File: src/rtl/pzcorebus_bundled_request_arbiter.sv
// Round-robin merge of bundled corebus request channels onto one master port; write data follows command order.
// Zero-cycle combinational datapaths; a channel sees accept only while it holds the command grant or the write-queue head.
module pzcorebus_bundled_request_arbiter #(
   parameter int CHANNELS            = 2,
   parameter int COMMAND_WIDTH       = 64,
   parameter int WRITE_DATA_WIDTH    = 64,
   parameter int RESPONSE_WIDTH      = 64,
   parameter int WRITE_QUEUE_DEPTH   = 4,
   localparam int CHANNEL_INDEX_WIDTH = (CHANNELS > 1) ? $clog2(CHANNELS) : 1
) (
   input  logic                                       i_clk,
   input  logic                                       i_rst_n,
   input  logic [CHANNELS-1:0]                        i_mcmd_valid,
   output logic [CHANNELS-1:0]                        o_scmd_accept,
   input  logic [CHANNELS-1:0][COMMAND_WIDTH-1:0]     i_mcmd,
   input  logic [CHANNELS-1:0]                        i_mcmd_write,
   input  logic [CHANNELS-1:0]                        i_mdata_valid,
   output logic [CHANNELS-1:0]                        o_sdata_accept,
   input  logic [CHANNELS-1:0][WRITE_DATA_WIDTH-1:0]  i_mdata,
   input  logic [CHANNELS-1:0]                        i_mdata_last,
   output logic                                       o_mcmd_valid,
   input  logic                                       i_scmd_accept,
   output logic [COMMAND_WIDTH-1:0]                   o_mcmd,
   output logic [CHANNEL_INDEX_WIDTH-1:0]             o_mcmd_channel,
   output logic                                       o_mdata_valid,
   input  logic                                       i_sdata_accept,
   output logic [WRITE_DATA_WIDTH-1:0]                o_mdata,
   output logic                                       o_mdata_last,
   input  logic                                       i_sresp_valid,
   output logic                                       o_mresp_accept,
   input  logic [RESPONSE_WIDTH-1:0]                  i_sresp,
   input  logic [CHANNEL_INDEX_WIDTH-1:0]             i_sresp_channel,
   output logic [CHANNELS-1:0]                        o_sresp_valid,
   input  logic [CHANNELS-1:0]                        i_mresp_accept,
   output logic [CHANNELS-1:0][RESPONSE_WIDTH-1:0]    o_sresp
);

   localparam int CIW = CHANNEL_INDEX_WIDTH;
   localparam int QPW = (WRITE_QUEUE_DEPTH > 1) ? $clog2(WRITE_QUEUE_DEPTH) : 1;
   localparam int QCW = $clog2(WRITE_QUEUE_DEPTH + 1);

   typedef logic [CIW-1:0] chan_t;
   typedef logic [QPW-1:0] qptr_t;

   function automatic chan_t wrap_index(input int unsigned idx);
      return chan_t'(idx % CHANNELS);
   endfunction

   function automatic qptr_t next_ptr(input qptr_t p);
      return (p == qptr_t'(WRITE_QUEUE_DEPTH - 1)) ? '0 : p + 1'b1;
   endfunction

   chan_t            r_rr;
   logic             r_grant_lock;
   chan_t            r_lock_index;
   chan_t            r_queue [WRITE_QUEUE_DEPTH];
   qptr_t            r_rd_ptr;
   qptr_t            r_wr_ptr;
   logic [QCW-1:0]   r_count;

   logic                w_queue_full;
   logic                w_queue_busy;
   logic [CHANNELS-1:0] w_eligible;
   chan_t               w_grant;
   logic                w_grant_vld;
   logic                w_cmd_ack;
   logic                w_push;
   logic                w_pop;
   chan_t               w_head;
   logic                w_data_vld;

   // Full is judged on the registered count, so a pop in the same cycle never admits a write.
   assign w_queue_full = (r_count == QCW'(WRITE_QUEUE_DEPTH));
   assign w_queue_busy = (r_count != '0);
   assign w_eligible   = i_mcmd_valid & ~(i_mcmd_write & {CHANNELS{w_queue_full}});

   always_comb begin
      w_grant_vld = 1'b0;
      w_grant     = '0;
      if (r_grant_lock) begin
         w_grant_vld = i_mcmd_valid[r_lock_index];
         w_grant     = r_lock_index;
      end else begin
         for (int i = 0; i < CHANNELS; i++) begin
            if (!w_grant_vld && w_eligible[wrap_index(int'(r_rr) + i)]) begin
               w_grant_vld = 1'b1;
               w_grant     = wrap_index(int'(r_rr) + i);
            end
         end
      end
   end

   assign w_cmd_ack  = w_grant_vld && i_scmd_accept;
   assign w_push     = w_cmd_ack && i_mcmd_write[w_grant];
   assign w_head     = r_queue[r_rd_ptr];
   assign w_data_vld = w_queue_busy && i_mdata_valid[w_head];
   assign w_pop      = w_data_vld && i_sdata_accept && i_mdata_last[w_head];

   always_ff @(posedge i_clk) begin
      if (!i_rst_n) begin
         r_rr         <= '0;
         r_grant_lock <= 1'b0;
         r_lock_index <= '0;
         r_rd_ptr     <= '0;
         r_wr_ptr     <= '0;
         r_count      <= '0;
      end else begin
         if (w_cmd_ack) begin
            r_rr         <= wrap_index(int'(w_grant) + 1);
            r_grant_lock <= 1'b0;
         end else if (w_grant_vld) begin
            r_grant_lock <= 1'b1;
            r_lock_index <= w_grant;
         end
         if (w_push) begin
            r_wr_ptr <= next_ptr(r_wr_ptr);
         end
         if (w_pop) begin
            r_rd_ptr <= next_ptr(r_rd_ptr);
         end
         if (w_push && !w_pop) begin
            r_count <= r_count + 1'b1;
         end else if (!w_push && w_pop) begin
            r_count <= r_count - 1'b1;
         end
      end
   end

   always_ff @(posedge i_clk) begin
      if (w_push) begin
         r_queue[r_wr_ptr] <= w_grant;
      end
   end

   assign o_mcmd         = i_mcmd[w_grant];
   assign o_mcmd_channel = w_grant;
   assign o_mdata        = i_mdata[w_head];
   assign o_mdata_last   = i_mdata_last[w_head];
   assign o_sresp        = {CHANNELS{i_sresp}};

   // Out-of-range response indices match no channel and are sunk with accept=1.
   always_comb begin
      o_mcmd_valid   = w_grant_vld;
      o_mdata_valid  = w_data_vld;
      o_scmd_accept  = '0;
      o_sdata_accept = '0;
      o_sresp_valid  = '0;
      o_mresp_accept = 1'b1;
      if (w_grant_vld) begin
         o_scmd_accept[w_grant] = i_scmd_accept;
      end
      if (w_queue_busy) begin
         o_sdata_accept[w_head] = i_sdata_accept;
      end
      for (int c = 0; c < CHANNELS; c++) begin
         if (i_sresp_channel == chan_t'(c)) begin
            o_sresp_valid[c] = i_sresp_valid;
            o_mresp_accept   = i_mresp_accept[c];
         end
      end
      if (!i_rst_n) begin
         o_mcmd_valid   = 1'b0;
         o_mdata_valid  = 1'b0;
         o_scmd_accept  = '0;
         o_sdata_accept = '0;
         o_sresp_valid  = '0;
         o_mresp_accept = 1'b0;
      end
   end

endmodule
File: config.mk
export PLATFORM = sky130hd
export DESIGN_NAME = pzcorebus_bundled_request_arbiter
export DESIGN_NICKNAME = d
export VERILOG_FILES = /design/src/rtl/pzcorebus_bundled_request_arbiter.sv
export SDC_FILE = /design/constraint.sdc
export NUM_CORES = 1
export LEC_CHECK = 0
export CAP_MARGIN = 5
export CORE_AREA = 3 3 235 237
export DETAILED_ROUTE_END_ITERATION = 6
export DIE_AREA = 0 0 238 240
export PLACE_DENSITY_LB_ADDON = 0.3
export SLEW_MARGIN = 10
export SYNTH_ARGS = -nofsm -noshare
export SYNTH_HDL_FRONTEND = slang
export SYNTH_SLANG_ARGS = --single-unit
File: constraint.sdc
create_clock -name i_clk -period 2.72 [get_ports i_clk]
set_clock_uncertainty 0.15 [all_clocks]
set_input_delay 0.272 -clock i_clk [delete_from_list [all_inputs] [get_ports i_clk]]
set_output_delay 0.272 -clock i_clk [all_outputs]
set_load 0.01 [all_outputs]
==> impl_metrics.ini <==
[yosys]
synth_cell_types = 41
mappedNetlistArea_um2 = 3660
count_of_flip_flops_with_a_built_in_enable_after_synthesis = 4
ys_seq_elements = 16
dominantRegCellSynth = sky130_fd_sc_hd__dfxtp_1
synth.cells.most_frequent = sky130_fd_sc_hd__buf_4 (131), sky130_fd_sc_hd__mux2_2 (101), sky130_fd_sc_hd__mux2_4 (28), sky130_fd_sc_hd__nand2_1 (13), sky130_fd_sc_hd__dfxtp_1 (12)
post_synth_inst_count = 373
synth.area.top_cells = sky130_fd_sc_hd__mux2_2 (31%), sky130_fd_sc_hd__buf_4 (27%), sky130_fd_sc_hd__mux2_4 (11%)
synth-warning-count = 0
mappedNetlistNets = 716
synth.top_cell.area_share = 0.310
synth_top_area_cell = sky130_fd_sc_hd__mux2_2
syn_area_per_cell_um2 = 9.82
postSynth.asyncResetShare = 0
synth_sequential_area_ratio = 0.0984
yosysMostFrequentCell = sky130_fd_sc_hd__buf_4

[timing]
rsz0062_at_grt = true
fin_crit_ns = 2.93
max_slew.worst_pin.slew_ns = 0.339
timing.final.crit_share = 1.08
finalMaxSlewViolations = 0
finalWorstSetupSlack_ns = -0.208
setup_viol_count_final = 1
achievable-frequency_mhz = 342
hold_violations = 0
slew-limit-headroom = 0.771

[setup_path]
setup.worst_path.class = flip-flop to flip-flop
critical_path_peak_fanout = 3
critPathTopFamily = multiplexers
start_kind = flip-flop
worst-endpoint-required_ns = 2.75
critPathCaptureType = flip-flop
cp_num_buf_inv = 2
timing.critical_path.slowest_cell_delay_ns = 0.67
cp.arrival_ns = 2.96
cells_along_the_critical_path = mux4_4 > buf_12 > and3_4 > o211ai_4 > ha_4 > inv_2 > fa_2 > xor2_1 > or3_4 > a21boi_2
cp_slowest_cell = sky130_fd_sc_hd__mux4_4

[power]
power.share.combinational = 0.749
total_switching_power_w = 0.000743
power_frac_seq = 0.126
clockPowerShare = 0.125
power_per_standard_cell_area_nw_per_um2 = 288
switching_part_of_the_total = 0.324
power_leakage_nw = 3.16
cellInternalPower_w = 0.00155
irDropWorstVdd_v = 0.000157
report.power.total_w = 0.00229

[placed_design]
port_buffers = 410
finalWeightedCongestion = 0.756
hpwl_um = 16200
dpl.cell_count = 1361
pre_cts_setup_slack_ns = -0.316

[die]
coreArea_um2 = 53500
floorplan.initialDensity = 0.0685
floorplan_die_height_um = 240
die_area_um2 = 57100
dieWidth_um = 238
row_count = 85
pin_count = 603

[cells_and_area]
area_growth_syn_to_layout_pct = 118
layout.nets = 1036
area_of_the_multi_input_gates_um2 = 2220
num-fill-cells = 6043
antenna_cells_inserted = 0
final_layout_size_suffix_gt1_frac = 0.367
final-instance-count-excl-fill = 1388
post-route-util = 0.149
sequential_cell_area_um2 = 364

[clock_network]
cts-htree-levels = 1
cts-buffers-inserted = 3
cts.sink_count = 16
insertion_delay_ns = 0.25
tritoncts = yes
clk_root_buffer_cell = sky130_fd_sc_hd__clkbuf_16
clock_path_buffers = 2
clk_pin_slew_ns = 0.05

[hold_path]
hold_path.class = flip-flop to flip-flop

[grt]
globalRouteTotalUtil = 0.0609
first_pass_grt_wire_length_um = 25800
antenna_violations_before_repair = 1
vias_in_the_first_global_route = 4062
grt_max_degree = 25
global_route_congestion_overflow_total = 0

[routing]
dr.pass1.iters = 4
aggregate_routed_wire_length_um = 19200
via_count = 3803
avgViaCountPerCell = 2.74
wl_per_cell_um = 13.8
drtIter0Drc = 47
drc_markers = 0
antenna_violating_nets_left = 0

[status]
result_of_the_run = finished, violations left
failed_checks = negative setup slack

[job]
timing.max_cap.violations = 0
## worst register-to-register path: cells and delay by family, from the launching register on
family,cells,cell delay (ns)
compound gates,2,0.33
xor+xnor,1,0.15
fa+ha+maj,2,0.51
buf+inv,2,0.21
flops,1,0.37
mux,1,0.67
simple gates,2,0.47
## cell usage in the layout, fill, tap and decap left out, types with 9 or more instances in the layout
cell type and n:
sky130_fd_sc_hd__clkbuf_2 30, sky130_fd_sc_hd__buf_4 32, sky130_fd_sc_hd__mux2_4 30, sky130_fd_sc_hd__clkdlybuf4s15_1 35
sky130_fd_sc_hd__buf_2 13, sky130_fd_sc_hd__clkdlybuf4s50_1 272, sky130_fd_sc_hd__dlygate4sd2_1 55, sky130_fd_sc_hd__dfxtp_1 9
sky130_fd_sc_hd__nand2_1 13, sky130_fd_sc_hd__mux2_2 99
## metrics by stage
stage	TNS [ns]	hold WS [ns]	cell area [µm²]
6_report	-0.208	0.359	7970
3_5_place_dp	-18.83	0.354	7790
2_1_floorplan	0	0.271	3690
5_1_grt	-1.01	0.394	7970
3_3_place_gp	-16.47	0.339	7790
4_1_cts	-0.356	0.361	7990
## power groups by stage
stage	combinational, W	clock (W)	sequential, W
after floorplan	0.000914	0	0.000292
after global placement	0.00174	0	0.000292
after detailed placement	0.00174	0	0.000292
after CTS	0.00173	0.000295	0.000289
after global routing	0.00184	0.000306	0.000293
final	0.00172	0.000288	0.000289
## per-layer routing
| layer | up-vias | track usage | routed length (µm) |
|---|---|---|---|
| met1 | 1686 | 0.0739 | 7770 |
| met3 | 10 | 0.0330 | 2450 |
| met5 | - | 0 | 0 |
| li1 | 1805 | - | - |
| met4 | 0 | 0.00770 | 132 |
| met2 | 302 | 0.0979 | 8830 |
## final timing paths
| kind | start | endpoint | slack [ns] | depth (start not counted) |
|---|---|---|---|---|
| max reg2reg | r_queue[1]$_DFFE_PP_ | r_count[2]$_SDFFE_PN0P_ | -0.21 | 10 |
| min | r_wr_ptr[1]$_SDFFE_PN0P_ | r_wr_ptr[1]$_SDFFE_PN0P_ | 0.36 | 2 |
| min reg2reg | r_wr_ptr[1]$_SDFFE_PN0P_ | r_wr_ptr[1]$_SDFFE_PN0P_ | 0.36 | 2 |
| max | r_queue[1]$_DFFE_PP_ | r_count[2]$_SDFFE_PN0P_ | -0.21 | 10 |
## area by class of cell
type                       count  area share
clock buffer                   3     0.00942
tap                          696       0.109
multi-input combinational    206       0.278
timing repair buffer         461       0.555
clock inverter                 1    0.000471
inverter                       5     0.00235
sequential                    16      0.0457
## kinds of logic after synthesis
family                   share of synthesized area
AO/OA/AOI/OAI                               0.0263
XOR/XNOR                                   0.00478
adder cells (fa/ha/maj)                     0.0260
buffers and inverters                        0.313
flip-flops                                  0.0984
multiplexers                                 0.453
AND/OR/NAND/NOR                             0.0782
## repair_timing
action,CTS,global route
endpoints found under the setup margin,135,56
gates resized for setup,214,98
gates cloned,3,1
hold buffers,0,0
pin swaps,6,7
buffers inserted,15,5
No activity file was read; power rests on OpenSTA's default activity.
